==> src/rtl/dmem_responder.sv <==
// dmem_responder: multi-cycle data-memory responder for the MEM-stage load/store port.
// Accepts one word access per handshake and holds it for LATENCY edges.
// At the edge that enters RESP it commits the store or captures the load data.
// It then pulses rsp_valid_o for one cycle.
module dmem_responder #(
    parameter int DEPTH_WORDS = 128,
    parameter int LATENCY     = 2
) (
    input  logic        clk_i,
    input  logic        rst_n,
    input  logic        req_valid_i,
    input  logic        req_write_i,
    input  logic [31:0] req_addr_i,
    input  logic [31:0] req_wdata_i,
    output logic        req_ready_o,
    output logic        stall_o,
    output logic        rsp_valid_o,
    output logic [31:0] rsp_rdata_o,
    output logic        rsp_err_o
);

    localparam int IDX_W = $clog2(DEPTH_WORDS);
    localparam int CNT_W = $clog2(LATENCY + 1);
    localparam logic [CNT_W-1:0] CNT_LOAD = CNT_W'((LATENCY > 1) ? (LATENCY - 2) : 0);

    typedef enum logic [1:0] {IDLE, BUSY, RESP} state_t;

    state_t           state;
    logic [CNT_W-1:0] cnt;

    // Request captured at the accept edge; later input changes are ignored
    logic             lat_write;
    logic [31:0]      lat_addr;
    logic [31:0]      lat_wdata;

    logic [31:0]      mem [DEPTH_WORDS];

    logic             accept;
    logic             enter_resp;
    logic             acc_write;
    logic [31:0]      acc_addr;
    logic [31:0]      acc_wdata;
    logic [IDX_W-1:0] acc_idx;
    logic             acc_err;

    // Access point decode: with LATENCY=1 the access happens at the accept edge
    // itself, so the live inputs are used instead of the latched copy.
    always_comb begin
        accept     = (state == IDLE) && req_valid_i;
        enter_resp = (accept && (LATENCY == 1)) || ((state == BUSY) && (cnt == '0));
        if (state == IDLE) begin
            acc_write = req_write_i;
            acc_addr  = req_addr_i;
            acc_wdata = req_wdata_i;
        end else begin
            acc_write = lat_write;
            acc_addr  = lat_addr;
            acc_wdata = lat_wdata;
        end
        acc_idx = acc_addr[IDX_W+1:2];
        acc_err = (|acc_addr[1:0]) || (|acc_addr[31:IDX_W+2]);
    end

    // Pipeline may advance only in the RESP cycle
    assign stall_o = req_valid_i && (state != RESP);

    // Capture the request fields at the accept edge
    always_ff @(posedge clk_i) begin
        if (accept) begin
            lat_write <= req_write_i;
            lat_addr  <= req_addr_i;
            lat_wdata <= req_wdata_i;
        end
    end

    // Word array: stores commit only at the access point and never while in reset
    always_ff @(posedge clk_i) begin
        if (rst_n && enter_resp && acc_write && !acc_err) begin
            mem[acc_idx] <= acc_wdata;
        end
    end

    // Control FSM with registered handshake and response outputs
    always_ff @(posedge clk_i or negedge rst_n) begin
        if (!rst_n) begin
            state       <= IDLE;
            cnt         <= '0;
            req_ready_o <= 1'b1;
            rsp_valid_o <= 1'b0;
            rsp_rdata_o <= '0;
            rsp_err_o   <= 1'b0;
        end else begin
            rsp_valid_o <= 1'b0;
            case (state)
                IDLE: begin
                    if (req_valid_i) begin
                        req_ready_o <= 1'b0;
                        if (LATENCY == 1) begin
                            state <= RESP;
                        end else begin
                            cnt   <= CNT_LOAD;
                            state <= BUSY;
                        end
                    end
                end
                BUSY: begin
                    if (cnt == '0) begin
                        state <= RESP;
                    end else begin
                        cnt <= cnt - 1'b1;
                    end
                end
                RESP: begin
                    state       <= IDLE;
                    req_ready_o <= 1'b1;
                end
                default: begin
                    state       <= IDLE;
                    req_ready_o <= 1'b1;
                end
            endcase
            if (enter_resp) begin
                rsp_valid_o <= 1'b1;
                rsp_err_o   <= acc_err;
                rsp_rdata_o <= (acc_write || acc_err) ? 32'h0 : mem[acc_idx];
            end
        end
    end

endmodule

==> config.mk <==
export PLATFORM = sky130hd
export DESIGN_NAME = dmem_responder
export DESIGN_NICKNAME = d
export VERILOG_FILES = /design/src/rtl/dmem_responder.sv
export SDC_FILE = /design/constraint.sdc
export NUM_CORES = 2
export LEC_CHECK = 0
export ABC_CLOCK_PERIOD_IN_PS = 5750
export BUFFER_PORTS_ARGS = -buffer_cell sky130_fd_sc_hd__buf_4
export CAP_MARGIN = 25
export CORE_ASPECT_RATIO = 0.75
export CORE_MARGIN = 8
export CORE_UTILIZATION = 50
export CTS_CLUSTER_DIAMETER = 100
export DETAILED_ROUTE_END_ITERATION = 6
export PLACE_DENSITY = 0.72
export SYNTH_ARGS = -nofsm -noshare
export SYNTH_HDL_FRONTEND = slang
export SYNTH_SLANG_ARGS = --single-unit
==> constraint.sdc <==
create_clock -name clk_i -period 5.75 [get_ports clk_i]
set_input_delay 1.4375 -clock clk_i [delete_from_list [all_inputs] [get_ports clk_i]]
set_output_delay 1.4375 -clock clk_i [all_outputs]
set_load 0.03 [all_outputs]
==> impl_metrics.ini <==
[power_and_ir_drop]
power_density_nw_per_um2 = 489.1
p_leak_nw = 56.22
ir_drop_uv = 638.3

[layout]
multi_input_area_um2 = 26900
fin_nets = 9709
final_util = 0.5805
final.fill_count = 21900
drive_gt1_frac = 0.1487
syn_to_final_growth_pct = 15.52
seq_area_um2 = 125900
final_area_um2 = 178100

[timing]
max_slew_margin = 0.1624
setup_viol = 0
maxSlewViolCount = 0
tns_ns = 0
tightest_slew_ns = 1.251
fmax_ghz = 0.2013
timing.final.hold_violations = 0
timing.hold.ws_ns = 0.4591
finalCritPeriodShare = 0.8640
fin_crit_ns = 4.968
fin_worst_skew_ns = 0.05450
rsz0062_at_grt = no

[die]
coreArea_um2 = 306800
fp-row-count = 176
die-height_um = 496.8
die_w_um = 657.1
pin_count = 104
start_util = 0.5025
die-area_um2 = 326500

[clock_network]
cts_resized = 0
cts_buffers = 366
worstSkewPairLatency_ns = 0.93
path_clk_slew_ns = 0.07
cts_tree = yes
h-tree-depth = 5
cts_sinks = 4200
cts-root-buf = clkbuf_16
hold_buffers = 0
cts_setup_buffers = 0
clockBufferDepth = 4

[synthesis]
synth_nets = 9181
synth.distinct_cells = 75
syn_avg_cell_area_um2 = 16.92
yosysTopAreaCell = edfxtp_1
ys_ff_latch = 4200
ys_seq_area_frac = 0.8170
synth-edff-count = 4161
syn_inst = 9112
ys.flop_type = edfxtp_1
synth_area_leaders = edfxtp_1 (81%), o22ai_1 (5.6%), nand2_1 (2.5%)
synth_top_area_share = 0.8106
postSynth.asyncResetShare = 0.009286
syn-cell-area_um2 = 154100
ys.warnings.count = 0

[grt]
grt_usage = 0.2994
antenna_found_initial = 56
grt_max_degree = 134
grt_overflow = 0
grt_first_pass_wirelength_um = 702500
grt_pass1_vias = 92160

[route]
first_pass_iters = 7
wl_um = 508800
wl_per_cell_um = 36.21
via_per_inst = 6.962
vias = 97820
ant_nets = 0
drcViolationCount = 1
drt_iter0_markers = 18940

[worst_setup_path]
critPathCaptureType = flop
startpoint_type = flop
crit_fanout = 28
crit_type = reg -> reg
worstPathArrival_ns = 5.78
cp.required_ns = 6.56

[run]
maxCapViolations = 0

[run_status]
violations = DRC
status = complete, but fails checks

[min_path]
hold_path.class = in -> async

[place]
post-dp-hpwl_um = 295900
place_congestion = 0.9421
place_area_um2 = 166200
portBuffers = 103
## final timing paths
path / startpoint / end / slack [ns] / cells past startpoint
min reg2reg: req_ready_o / req_ready_o / 0.50 / 2
max in group asynchronous: rst_n / rsp_rdata_o[19] / 4.14 / 2
min in group clk_i: req_ready_o / req_ready_o / 0.50 / 2
max reg2reg: state[1] / rsp_rdata_o[11] / 0.78 / 10
max: state[1] / rsp_rdata_o[11] / 0.78 / 10
min: rst_n / rsp_err_o / 0.46 / 1
## registers in the layout (all words and copies together), names as in the netlist
register	cells
cnt	2
lat_addr	32
lat_wdata	32
lat_write	1
mem	4096
req_ready_o	1
rsp_err_o	1
rsp_rdata_o	32
rsp_valid_o	1
state	2
## through the flow
stage          total power, mW  std cells  setup WS [ns]
2_1_floorplan            50.22       9112         0.5859
3_3_place_gp             61.04      13340        -0.3648
3_5_place_dp             61.76      13360         0.2520
4_1_cts                  85.78      14000         0.7219
5_1_grt                  88.32      14020         0.9135
6_report                 87.10      14050         0.7823
## metal layers
layer	vias up	routed length, um	global-route usage
met5	-	184	0
met4	28	30280	0.1445
met3	1581	95820	0.1334
met2	9219	209300	0.4137
met1	48580	173300	0.4041
li1	38410	-	-
## cells in the final DEF (no fill, tap or decap), types with 26 or more instances in the layout
cell          n
nor3_1       52
bufinv_16    36
nor2_4      129
diode_2      36
a32oi_1      71
nor2_1      141
a21oi_1     119
o41ai_1     231
o22ai_1    1387
o21ai_0      26
a32o_1       70
nand2_4      32
buf_12      209
nand3_1     289
o31ai_1      45
nand2_1    1001
clkinv_2     59
dfrtp_1      38
clkbuf_1     70
a22oi_1      39
edfxtp_1   4161
clkbuf_16   374
mux2i_1     153
buf_4       524
nor4_1       81
clkinv_1     79
a31oi_1     118
a41oi_1      31
## cell usage after synthesis (72+ instances only)
master / n
nand3_1: 289
buf_2: 302
nor4_1: 83
edfxtp_1: 4161
o41ai_1: 238
mux2i_1: 156
clkbuf_1: 182
nor2_1: 270
nand2_1: 1042
a21oi_1: 119
o22ai_1: 1387
a31oi_1: 118
buf_1: 72
## layout make-up
| type | instances | share of cell area |
|---|---|---|
| clock buffer | 455 | 0.05488 |
| antenna | 36 | 0.0005059 |
| clock inverter | 193 | 0.01055 |
| multi-input combinational | 4309 | 0.1511 |
| sequential | 4200 | 0.7072 |
| inverter | 11 | 0.0002319 |
| tap | 4094 | 0.02877 |
| timing repair buffer | 752 | 0.04682 |
## critical path, stage by stage, from the launching register on
cell     delay (ns)
dfrtp_1        0.43
buf_4          0.26
o21ai_2        0.84
nand2_8        0.54
buf_4          0.38
mux2i_1        0.14
a32o_1         0.25
o31a_1         0.32
nor4_1         0.86
o22ai_1        0.47
o41ai_2        0.32
## cell families (layout without fill, tap and decap cells)
family	after synthesis	after routing	share of synthesized area
AOI/OAI and AO/OA	2319	2319	0.1038
other	0	36	0
adders and majority gates	1	1	0.00008116
muxes	159	159	0.01035
and+or+nand+nor	1830	1830	0.05063
DFF	4200	4200	0.8170
buffers and inverters	603	1411	0.01823
## power breakdown
part           leakage, nW  switching [mW]  total (mW)  internal [mW]
Sequential            38.1          0.0546        38.6           38.5
Combinational         12.4            18.4        23.9           5.48
Clock                 5.71            10.9        24.6           13.7
No activity file was read; power rests on OpenSTA's default activity.
